File: src/rtl/pipeline_pkg.sv
// rtl/pipeline_pkg.sv - shared types and constants for the pipeline stall/flush sequencer
//
// Purpose : FSM state type, the architectural zero register index and the
//           default performance counter width used by pipeline_ctrl.
// Ports   : none (package).
package pipeline_pkg;

  typedef enum logic [1:0] {
    RUN      = 2'd0,
    MD_WAIT  = 2'd1,
    MEM_WAIT = 2'd2
  } ctrl_state_t;

  localparam logic [4:0] REG_ZERO      = 5'd0;
  localparam int         DEFAULT_CNT_W = 32;

endpackage

File: src/rtl/perf_counter.sv
// rtl/perf_counter.sv - free-running event counter with synchronous clear
//
// Purpose : CNT_W-bit counter; clear has priority over increment and the
//           count wraps modulo 2^CNT_W.
// Ports   : clk     - clock
//           clr_i   - synchronous clear
//           inc_i   - increment enable
//           count_o - current count
module perf_counter
  import pipeline_pkg::*;
#(
  parameter int CNT_W = DEFAULT_CNT_W
) (
  input  logic             clk,
  input  logic             clr_i,
  input  logic             inc_i,
  output logic [CNT_W-1:0] count_o
);

  logic [CNT_W-1:0] count_q;

  always_ff @(posedge clk) begin
    if (clr_i) begin
      count_q <= '0;
    end else if (inc_i) begin
      count_q <= count_q + CNT_W'(1);
    end
  end

  assign count_o = count_q;

endmodule

File: src/rtl/pipeline_ctrl.sv
// rtl/pipeline_ctrl.sv - stall/flush sequencer for the 5-stage pipeline
//
// Purpose : Resolves hazards forwarding cannot cover (memory wait, MUL/DIV
//           occupancy, taken redirect, load-use) into per-stage enables and
//           bubble-insert flushes, counts stall cycles and redirect flushes,
//           and bounds MUL/DIV waits with a sticky watchdog error.
// Ports   : clk, rst                      - clock, sync active-high reset
//           id_rs1_addr/id_rs2_addr       - ID source registers
//           id_uses_rs1/id_uses_rs2       - ID really reads that source
//           id_ex_rd_addr, id_ex_memread  - EX destination / EX is a load
//           ex_redirect                   - taken branch/jump in EX
//           ex_muldiv_start, muldiv_done  - MUL/DIV start / result pulses
//           dmem_req, dmem_ready          - MEM access / access completes
//           *_en, *_flush                 - register enables and bubble loads
//           stall_cycles, flush_events    - performance counters
//           md_timeout_err                - sticky watchdog error
module pipeline_ctrl
  import pipeline_pkg::*;
#(
  parameter int CNT_W      = DEFAULT_CNT_W,
  parameter int MD_TIMEOUT = 64
) (
  input  logic             clk,
  input  logic             rst,
  input  logic [4:0]       id_rs1_addr,
  input  logic [4:0]       id_rs2_addr,
  input  logic             id_uses_rs1,
  input  logic             id_uses_rs2,
  input  logic [4:0]       id_ex_rd_addr,
  input  logic             id_ex_memread,
  input  logic             ex_redirect,
  input  logic             ex_muldiv_start,
  input  logic             muldiv_done,
  input  logic             dmem_req,
  input  logic             dmem_ready,
  output logic             pc_en,
  output logic             if_id_en,
  output logic             id_ex_en,
  output logic             ex_mem_en,
  output logic             mem_wb_en,
  output logic             if_id_flush,
  output logic             id_ex_flush,
  output logic             ex_mem_flush,
  output logic             mem_wb_flush,
  output logic [CNT_W-1:0] stall_cycles,
  output logic [CNT_W-1:0] flush_events,
  output logic             md_timeout_err
);

  localparam int              WD_W    = (MD_TIMEOUT > 1) ? $clog2(MD_TIMEOUT) : 1;
  localparam logic [WD_W-1:0] WD_LAST = WD_W'(MD_TIMEOUT - 1);

  ctrl_state_t     state_q;
  logic            md_pending_q;  // MD wait interrupted by a memory wait, unit not yet done
  logic [WD_W-1:0] wd_q;
  logic            err_q;

  logic haz_mem, haz_md, haz_br, haz_lu;
  logic br_act;

  always_comb begin
    haz_mem = dmem_req && !dmem_ready;
    haz_md  = ((state_q == RUN) && ex_muldiv_start) ||
              ((state_q == MD_WAIT) && !muldiv_done);
    haz_br  = (state_q == RUN) && ex_redirect;
    haz_lu  = id_ex_memread && (id_ex_rd_addr != REG_ZERO) &&
              ((id_uses_rs1 && (id_rs1_addr == id_ex_rd_addr)) ||
               (id_uses_rs2 && (id_rs2_addr == id_ex_rd_addr)));
  end

  // One action per cycle, highest priority first; nothing stalls in reset.
  always_comb begin
    pc_en        = 1'b1;
    if_id_en     = 1'b1;
    id_ex_en     = 1'b1;
    ex_mem_en    = 1'b1;
    mem_wb_en    = 1'b1;
    if_id_flush  = 1'b0;
    id_ex_flush  = 1'b0;
    ex_mem_flush = 1'b0;
    mem_wb_flush = 1'b0;
    br_act       = 1'b0;
    if (!rst) begin
      if (haz_mem) begin
        pc_en        = 1'b0;
        if_id_en     = 1'b0;
        id_ex_en     = 1'b0;
        ex_mem_en    = 1'b0;
        mem_wb_flush = 1'b1;
      end else if (haz_md) begin
        pc_en        = 1'b0;
        if_id_en     = 1'b0;
        id_ex_en     = 1'b0;
        ex_mem_flush = 1'b1;
      end else if (haz_br) begin
        if_id_flush  = 1'b1;
        id_ex_flush  = 1'b1;
        br_act       = 1'b1;
      end else if (haz_lu) begin
        pc_en        = 1'b0;
        if_id_en     = 1'b0;
        id_ex_flush  = 1'b1;
      end
    end
  end

  always_ff @(posedge clk) begin
    if (rst) begin
      state_q      <= RUN;
      md_pending_q <= 1'b0;
      wd_q         <= '0;
      err_q        <= 1'b0;
    end else begin
      case (state_q)
        RUN: begin
          wd_q <= '0;
          if (haz_mem) begin
            state_q      <= MEM_WAIT;
            md_pending_q <= ex_muldiv_start;
          end else if (ex_muldiv_start) begin
            state_q <= MD_WAIT;
          end
        end
        MD_WAIT: begin
          if (haz_mem) begin
            state_q      <= MEM_WAIT;
            md_pending_q <= !muldiv_done;
            wd_q         <= '0;
          end else if (muldiv_done) begin
            state_q <= RUN;
            wd_q    <= '0;
          end else if (wd_q == WD_LAST) begin
            state_q <= RUN;
            err_q   <= 1'b1;
            wd_q    <= '0;
          end else begin
            wd_q <= wd_q + WD_W'(1);
          end
        end
        MEM_WAIT: begin
          wd_q <= '0;
          // Leave as soon as the memory condition clears; a done seen in
          // the wait (this cycle or earlier) cancels the pending MD wait.
          if (!haz_mem) begin
            state_q      <= (md_pending_q && !muldiv_done) ? MD_WAIT : RUN;
            md_pending_q <= 1'b0;
          end else if (muldiv_done) begin
            md_pending_q <= 1'b0;
          end
        end
        default: begin
          state_q      <= RUN;
          md_pending_q <= 1'b0;
          wd_q         <= '0;
        end
      endcase
    end
  end

  assign md_timeout_err = err_q;

  perf_counter #(.CNT_W(CNT_W)) u_stall_cnt (
    .clk     (clk),
    .clr_i   (rst),
    .inc_i   (!pc_en),
    .count_o (stall_cycles)
  );

  perf_counter #(.CNT_W(CNT_W)) u_flush_cnt (
    .clk     (clk),
    .clr_i   (rst),
    .inc_i   (br_act),
    .count_o (flush_events)
  );

endmodule

File: config.mk
export PLATFORM = sky130hd
export DESIGN_NAME = pipeline_ctrl
export DESIGN_NICKNAME = d
export VERILOG_FILES = /design/src/rtl/pipeline_pkg.sv /design/src/rtl/perf_counter.sv /design/src/rtl/pipeline_ctrl.sv
export SDC_FILE = /design/constraint.sdc
export NUM_CORES = 1
export LEC_CHECK = 0
export CORE_MARGIN = 2
export CORE_UTILIZATION = 49
export CTS_BUF_LIST = sky130_fd_sc_hd__clkbuf_8 sky130_fd_sc_hd__clkbuf_16
export CTS_CLUSTER_DIAMETER = 50
export CTS_CLUSTER_SIZE = 12
export DETAILED_ROUTE_END_ITERATION = 12
export GPL_ROUTABILITY_DRIVEN = 0
export HOLD_SLACK_MARGIN = 0.08
export PLACE_DENSITY_LB_ADDON = 0.25
export SYNTH_ARGS = -nofsm -noshare
export SYNTH_HDL_FRONTEND = slang
export SYNTH_SLANG_ARGS = --single-unit
File: constraint.sdc
create_clock -name clk -period 3.4 [get_ports clk]
set_input_delay 0.85 -clock clk [delete_from_list [all_inputs] [get_ports clk]]
set_output_delay 0.85 -clock clk [all_outputs]
set_load 0.03 [all_outputs]
# Yosys cells after proc, flatten, opt, wreduce, memory -nomap -nowiden
# Cells that the tools add are included.
# classes
n_bitwise,3
n_eq_ne,11
n_reduce_logical,19
add_sub_neg,3
n_mux,37
# ops
operator,n
"adder 32 x 1 -> 32 bit, second input constant",2
two-way mux 1 bit,29
two-way mux 2 bit,6
== test 5 bit,2
logical AND 1 bit,9
"adder 6 x 1 -> 6 bit, second input constant",1
"== test 6 bit, second input constant",1
"inequality test 2 bit, second input constant",3
"inequality test 3 bit, second input constant",2
one-hot mux 2 bit (3 select lines),1
AND reduction 3 bit,2
nonzero test 5 bit,1
OR reduction 5 bit,1
"inequality test 4 x 3 -> 1 bit, second input constant",1
AND reduction 4 bit,1
NOT 1 bit,3
one-hot mux 1 bit (3 select lines),1
"== test 2 x 1 -> 1 bit, second input constant",1
"== test 2 bit, second input constant",1
logical NOT 1 bit,2
logical NOT 2 bit,1
logical OR 1 bit,2
# totals
word_cells,79
input_bits,25
regBits,74

# Longest topological paths before layout
# Gate-level depths: netlist of run 1.
# logic_depth
depth_word,9
ltp_mapped,9
ltp_nobuf,6

# Hierarchy
# Synthesis of run 1 repeated with hierarchy kept, for this count alone.
# hier_totals
cells_unflattened,440
area_unflattened_um2,3819.9
# by_module_without_submodules
module,area_per_inst_um2,cells_per_inst,n_inst,seq_area_each_um2
perf_counter,1564.0,181,2,640.6
pipeline_ctrl,691.9,78,1,200.2

# Worst setup path after synthesis of run 1
# No wires, ideal clock.
# synth_path
kind,input port to output port
start,in id_ex_rd_addr[1]
end,out pc_en
stages,7
path_slack_ns,0.017
t_required_ns,2.550
arrival_ns,2.533
cell_sequence,or4_1 > o21ai_1 > o31a_1 > buf_2 > buf_2 > or2_2 > buf_4
# synth_via
elab_chain_len,9
elab_cells_between_ends,13
cone_classes,eq/ne: 2; mux: 5; reduce/logical: 6
# synth_rtl
item,line,source
start: declaration,pipeline_ctrl.sv:29,"input logic [4:0] id_ex_rd_addr,"
== test 5 bit (on tied branches),"pipeline_ctrl.sv:67, pipeline_ctrl.sv:68",
logical AND 1 bit (on tied branches),"pipeline_ctrl.sv:67, pipeline_ctrl.sv:68",
logical OR 1 bit,pipeline_ctrl.sv:67,((id_uses_rs1 && (id_rs1_addr == id_ex_rd_addr)) ||
logical AND 1 bit *,pipeline_ctrl.sv:66,haz_lu = id_ex_memread && (id_ex_rd_addr != REG_ZERO) &&
two-way mux 1 bit * (5 in a row),--,
end: declaration,pipeline_ctrl.sv:36,"output logic pc_en,"
# Every way passes the cells marked *; elsewhere a longest branch is shown, timed or not.

# Worst setup path after layout of run 1
# layout_path
start,in id_ex_rd_addr[1]
end,out if_id_en
# layout_via
elab_chain_len,9
elab_cells_between_ends,13
cone_classes,eq/ne: 2; mux: 5; reduce/logical: 6
# layout_rtl
item,line,source
== test 5 bit (on tied branches),"pipeline_ctrl.sv:67, pipeline_ctrl.sv:68",
logical AND 1 bit (on tied branches),"pipeline_ctrl.sv:67, pipeline_ctrl.sv:68",
logical OR 1 bit,pipeline_ctrl.sv:67,
logical AND 1 bit *,pipeline_ctrl.sv:66,
two-way mux 1 bit *,pipeline_ctrl.sv:99,end else if (haz_lu) begin
two-way mux 1 bit *,pipeline_ctrl.sv:95,end else if (haz_br) begin
two-way mux 1 bit *,pipeline_ctrl.sv:90,end else if (haz_md) begin
two-way mux 1 bit *,pipeline_ctrl.sv:84,if (haz_mem) begin
two-way mux 1 bit *,pipeline_ctrl.sv:83,if (!rst) begin
end: declaration,pipeline_ctrl.sv:37,"output logic if_id_en,"
# Marked as above.

==> results.tsv, run 1 <==
metric	value	unit
num_rows	32	
share_clk_of_total_power	39.8	%
power_frac_comb	11.9	%
number_of_design_rule_violations_left_after_detail_routing	0	
dieArea	8480	um2
cts.sinks	74	
final_max_slew_viol_count	0	
p_leak	1.95	nW
antenna_cells_inserted	0	
numCtsBuffers	9	
yosys_most_used_dff	sky130_fd_sc_hd__dfxtp_1	
p_int	0.00139	W
mappedNetlistNets	492	
core_area	7610	um2
crit_path_slowest_cell	sky130_fd_sc_hd__o31a_1	
worst_clock_skew	0.0113	ns
design.portCount	99	
grt_pass1_vias	3689	
clk_pin_slew_worst_paths	0.08	ns
synth.largest_area_cell	sky130_fd_sc_hd__dfxtp_1	
regToRegEndpoint	u_stall_cnt.count_o[18]$_SDFFE_PP0N_	
status	complete, no violations	
async_reset_ff_share	0	%
antenna_left	0	
worst-path-max-fanout	3	
vdd_drop_max	0.214	mV
cap_violations	0	
crit_path_cell_trace	dlygate4sd2_1 > buf_6 > xnor2_2 > nand2_1 > o22a_1 > o31a_1 > or2_4 > buf_6	
worst_slew_pin_slew	0.750	ns
drt_pre_antenna_iters	4	
postSynthCellCount	464	
reg2reg_setup_slack	1.09	ns
worstSkewPairLatency	0.34	ns
post-route-period-util	97.7	%
most_common_cell_on_crit_path	sky130_fd_sc_hd__buf_6	
max_incr_delay_on_cp	0.31	ns
power_per_cell_area	345	nW/um2
timing.hold.worst.class	flip-flop to flip-flop	
synth.yosys.seq_area_share	39.0	%
synth_seq_cells	74	
max_clock_freq	301	MHz
power	0.00184	W
buffer_ports.inserted	97	
initial_utilization	50.0	%
cts_tree	done	
synth_enable_flop_cells	0	
stdcell_count	685	
max_slew_margin	50.0	%
final_core_utilization	70.1	%
grt_start_max_net_pins	66	
seq_power_share	48.2	%
place_hpwl	6900	um
power.net_switching	0.000456	W
routed_wire_length_per_instance	15.3	um
drt_iter0_drc	148	
worstSetupStartpoint	id_ex_rd_addr[1]	
path_depth	8	
placed_cells	656	
drive_gt1_share	12.5	%
ys_top_cells_by_area	sky130_fd_sc_hd__dfxtp_1, sky130_fd_sc_hd__xnor2_1, sky130_fd_sc_hd__xor2_1, sky130_fd_sc_hd__nor2_1, sky130_fd_sc_hd__nand4_1	
grt_first_pass_wirelength	17200	um
area.growth.synth_to_final	40.2	%
power.share.switching	24.8	%
horizontal_extent_of_the_die	92.1	um
final_cell_mix	sky130_fd_sc_hd__clkdlybuf4s50_1, sky130_fd_sc_hd__dfxtp_1, sky130_fd_sc_hd__nor2_1	
cp_num_buf_inv	3	
setup.worst_path.class	input pin to primary output	
via_per_inst	5.61	
report.final.setup_viol	0	
placement.setup.worst_slack	-0.330	ns
final_wirelength	10500	um
grt_remaining_overflow	0	
rsz0062_at_grt	no	
critical_path_at	2.47	ns
r2r_start	u_stall_cnt.count_o[3]$_SDFFE_PP0N_	
level_count_of_the_clock_h_tree	3	
initial_antenna_violation_count	0	
grt.total_usage	24.8	%
fin_crit	3.32	ns
route.vias.total	3843	
final_hold_viol_count	0	
critical_path_required	2.55	ns
worst_r2r_path_depth	6	
critPathTopFamily	compound AO/OA/AOI/OAI gates	
layout.nets	608	
yosys_warnings	0	
die_height	92.1	um
final.setup.worst_slack	0.0770	ns
yosysTopAreaCellShare	39.0	%
cts.path.max_buffers	2	
cts_hold_repair.buffers	0	
clk_root_buffer_cell	sky130_fd_sc_hd__clkbuf_8	
post_synth_num_cell_types	48	
synthesis.area_per_instance	8.19	um2
mappedNetlistArea	3800	um2
critical_path_sink_type	primary output	
crit_path_start_kind	input pin	
worstSetupEndpoint	if_id_en	
## power groups by stage
stage                     clock network, W  registers (W)   logic, W
after floorplan                          0       0.000913  0.0000967
after global placement                   0       0.000907   0.000184
after detailed placement                 0       0.000908   0.000188
after CTS                         0.000746       0.000887   0.000210
after global routing              0.000781       0.000890   0.000237
final                             0.000734       0.000888   0.000220
## worst min path at each step
stage	slack, ns	from	cells past startpoint	to
finish	0.45	wd_q[0]$_SDFF_PP0_	1	wd_q[0]$_SDFF_PP0_
global route	0.48	wd_q[0]$_SDFF_PP0_	1	wd_q[0]$_SDFF_PP0_
CTS	0.46	wd_q[0]$_SDFF_PP0_	1	wd_q[0]$_SDFF_PP0_
detailed placement	0.44	wd_q[0]$_SDFF_PP0_	1	wd_q[0]$_SDFF_PP0_
global placement	0.43	wd_q[0]$_SDFF_PP0_	1	wd_q[0]$_SDFF_PP0_
floorplan	0.41	wd_q[0]$_SDFF_PP0_	1	wd_q[0]$_SDFF_PP0_
## through the flow
step	hold slack, ns	cell area (um2)	TNS, ns
after CTS	0.456	5270	0
after detailed placement	0.437	4930	-0.668
final	0.449	5330	0
after global routing	0.477	5330	0
after floorplan	0.413	3800	0
after global placement	0.426	4930	-0.563
## registers in the layout, summed over array words and instances, names as in the netlist
signal,cells
md_timeout_err,1
u_flush_cnt.count_o,32
md_pending_q,1
wd_q,6
state_q,2
u_stall_cnt.count_o,32
## kinds of logic after synthesis
group,Yosys count,synth area share [%]
AND/OR/NAND/NOR,208,29.7
AO/OA/AOI/OAI,88,14.6
flip-flops,74,39.0
XOR/XNOR,44,10.1
buffers and inverters,43,4.67
adder cells (fa/ha/maj),3,0.987
multiplexers,3,0.823
other,1,0.0986
## layout make-up
type	count	area, um2
Multi-Input combinational cell	347	2190
Timing Repair Buffer	134	1270
Tap cell	102	128
Inverter	14	52.6
Fill cell	581	2270
Clock inverter	5	81.3
Clock buffer	9	124
Sequential cell	74	1480
## synth_stat cells, drive strengths merged (4+ instances only)
cell and number:
a21oi 33, and2 8, and3 13, and4 10, buf 9, clkbuf 20, dfxtp 74, inv 14
nand2 22, nand2b 6, nand3 25, nand4 27, nor2 51, nor2b 4, nor3 8, nor4 10
o21ai 19, o31ai 7, o41ai 7, or3 8, or4 9, xnor2 22, xor2 22
## per-layer routing
layer	vias to the layer above	GRT usage [%]	part of all wire (%)
met5	-	0	0
met4	0	9.33	0.97
met3	10	5.26	4.9
met2	107	41.9	49
met1	1809	31.1	45
li1	1917	-	-
## timing repair
action	4_1_cts	5_1_grt
setup endpoints to repair	3	4
setup buffers	14	1
pin swaps	6	10
resized for setup	15	14
(Power assumes the default switching activity.)
==> inputs of run 2 (changes only) <==
Settings changed: HOLD_SLACK_MARGIN 0.08 to 0.03, SLEW_MARGIN set to 20.
==> results of run 2 <==
The final DEF is identical to that of run 1; final timing and power are the same.
==> inputs of run 3 (changes only) <==
Settings changed: CORE_UTILIZATION 49 to 53.
Clock period 3.4 ns to 4.15 ns, I/O delays scaled along.
==> results.tsv, run 3 (synthesis gave the netlist of run 1 again) <==
metric	value	unit	change
via_per_inst	5.84		was 5.61
route.vias.total	3811		was 3843
grt_pass1_vias	3678		was 3689
cts_hold_repair.buffers	0		unchanged
place_hpwl	6800	um	was 6900 um
grt_remaining_overflow	0		unchanged
fin_setup_tns	0	ns	unchanged
final_core_utilization	73.7	%	was 70.1%
level_count_of_the_clock_h_tree	3		unchanged
status	complete, no violations		unchanged
worstSetupStartpoint	id_ex_rd_addr[2]		was id_ex_rd_addr[1]
initial_antenna_violation_count	0		unchanged
cts_tree	done		unchanged
area.growth.synth_to_final	33.1	%	was 40.2%
max_clock_freq	250	MHz	
max_slew_margin	41.3	%	was 50.0%
crit_path_cell_trace	clkdlybuf4s50_1 > xnor2_1 > nand4_1 > o22a_1 > o31a_1 > or2_2 > buf_4		was dlygate4sd2_1 > buf_6 > xnor2_2 > nand2_1 > o22a_1 > o31a_1 > or2_4 > buf_6
core_area	6870	um2	was 7610 um2
die_height	88.7	um	was 92.1 um
worst_slew_pin_slew	0.877	ns	was 0.750 ns
clk_pin_slew_worst_paths	0.07	ns	was 0.08 ns
worst-path-max-fanout	3		unchanged
post-route-period-util	96.3	%	
drt_iter0_drc	224		was 148
vdd_drop_max	0.209	mV	was 0.214 mV
dieArea	7870	um2	was 8480 um2
critical_path_at	2.96	ns	was 2.47 ns
cts.path.max_buffers	2		unchanged
n_fill_cell	533		was 581
initial_utilization	55.4	%	was 50.0%
drt_pre_antenna_iters	5		was 4
final_cell_mix	sky130_fd_sc_hd__clkdlybuf4s50_1, sky130_fd_sc_hd__dfxtp_1, sky130_fd_sc_hd__nor2_1		unchanged
crit_path_start_kind	input pin		unchanged
fin_worst_hold_slack	0.442	ns	was 0.449 ns
design.portCount	99		unchanged
grt_first_pass_wirelength	16400	um	was 17200 um
setup.worst_path.class	input pin to primary output		unchanged
timing.hold.worst.class	flip-flop to flip-flop		unchanged
fin_crit	4.00	ns	
report.final.setup_viol	0		unchanged
numCtsBuffers	9		unchanged
r2r_start	u_stall_cnt.count_o[4]$_SDFFE_PP0N_		was u_stall_cnt.count_o[3]$_SDFFE_PP0N_
number_of_design_rule_violations_left_after_detail_routing	0		unchanged
final_max_slew_viol_count	0		unchanged
worst_clock_skew	0.00839	ns	was 0.0113 ns
p_leak	1.73	nW	was 1.95 nW
grt.total_usage	25.8	%	was 24.8%
regArea	1480	um2	unchanged
final_wirelength	9800	um	was 10500 um
antenna_cells_inserted	0		unchanged
horizontal_extent_of_the_die	88.7	um	was 92.1 um
hold_start	wd_q[0]$_SDFF_PP0_		unchanged
cts.sinks	74		unchanged
multi_input_area	2140	um2	was 2190 um2
final_hold_viol_count	0		unchanged
max_incr_delay_on_cp	0.54	ns	was 0.31 ns
worstSkewPairLatency	0.34	ns	about the same
cap_violations	0		unchanged
routed_wire_length_per_instance	15.0	um	was 15.3 um
num_rows	30		was 32
critical_path_required	3.11	ns	was 2.55 ns
antenna_left	0		unchanged
clk_root_buffer_cell	sky130_fd_sc_hd__clkbuf_8		unchanged
drive_gt1_share	6.64	%	was 12.5%
rsz0062_at_grt	no		unchanged
grt_start_max_net_pins	65		was 66
power_per_cell_area	296	nW/um2	was 345 nW/um2
critical_path_sink_type	primary output		unchanged
crit_path_slowest_cell	sky130_fd_sc_hd__clkdlybuf4s50_1		was sky130_fd_sc_hd__o31a_1
buffer_ports.inserted	97		unchanged
layout.nets	581		was 608
most_common_library_cell_in_the_layout_ignoring_fill_and_taps	sky130_fd_sc_hd__clkdlybuf4s50_1		
run 3: cell count changes in the layout (fill, tap and decap cells not counted), moves of 3 or more:
cell	delta
sky130_fd_sc_hd__dlymetal6s2s_1	-9
sky130_fd_sc_hd__dlygate4sd2_1	-5
sky130_fd_sc_hd__buf_4	-26
sky130_fd_sc_hd__xnor2_1	+5
sky130_fd_sc_hd__xnor2_2	-5
sky130_fd_sc_hd__clkdlybuf4s50_1	+17
sky130_fd_sc_hd__buf_6	-3
run 3: area by class of cell:
| class | instances | area share, % |
|---|---|---|
| inverter | 14 | 1.04 |
| timing repair buffer | 107 | 20.7 |
| tap | 96 | 2.37 |
| sequential | 74 | 29.3 |
| clock inverter | 5 | 1.56 |
| clock buffer | 10 | 2.72 |
| multi-input combinational | 347 | 42.4 |
run 3: final timing paths:
path                                                              to  slack [ns]  depth (start not counted)
worst max-delay path                                           pc_en        0.15                          7
worst min-delay path                              wd_q[0]$_SDFF_PP0_        0.44                          1
worst max register to register  u_stall_cnt.count_o[17]$_SDFFE_PP0N_        1.82                          6
worst min register to register                    wd_q[0]$_SDFF_PP0_        0.44                          1
run 3: stage by stage:
| stage | cells | setup WS [ns] | power (W) | instance area, um2 |
|---|---|---|---|---|
| finish | 653 | 0.152 | 0.00150 | 5060 |
| global route | 653 | 0.0947 | 0.00154 | 5060 |
| CTS | 653 | 0.0351 | 0.00150 | 5060 |
| detailed placement | 638 | 0.0370 | 0.000891 | 4840 |
| global placement | 638 | 0.0762 | 0.000887 | 4840 |
| floorplan | 464 | 0.392 | 0.000827 | 3800 |
run 3: worst max-delay path: cells and delay by family:
family / cells / cell delay, ns
buffers and inverters: 2 / 0.73
AO/OA/AOI/OAI: 2 / 0.58
AND/OR/NAND/NOR: 2 / 0.47
XOR/XNOR: 1 / 0.14
run 3: repair_timing:
item | CTS | global route
resized for setup | 0 | 1
buffers inserted | 0 | 0
setup endpoints to repair | 0 | 1
run 3: layer usage:
metal	up-vias	GRT usage, %	wire [um]
met5	-	0	0
met4	0	11.6	146
met3	18	5.22	617
met2	129	44.5	4880
met1	1808	30.9	4160
li1	1856	-	-
run 3: power by group:
group | total (W) | switching (W) | internal [W]
sequential | 0.000726 | 0.0000102 | 0.000716
clock | 0.000621 | 0.000270 | 0.000351
combinational | 0.000149 | 0.0000823 | 0.0000664
total | 0.00150 | 0.000362 | 0.00113
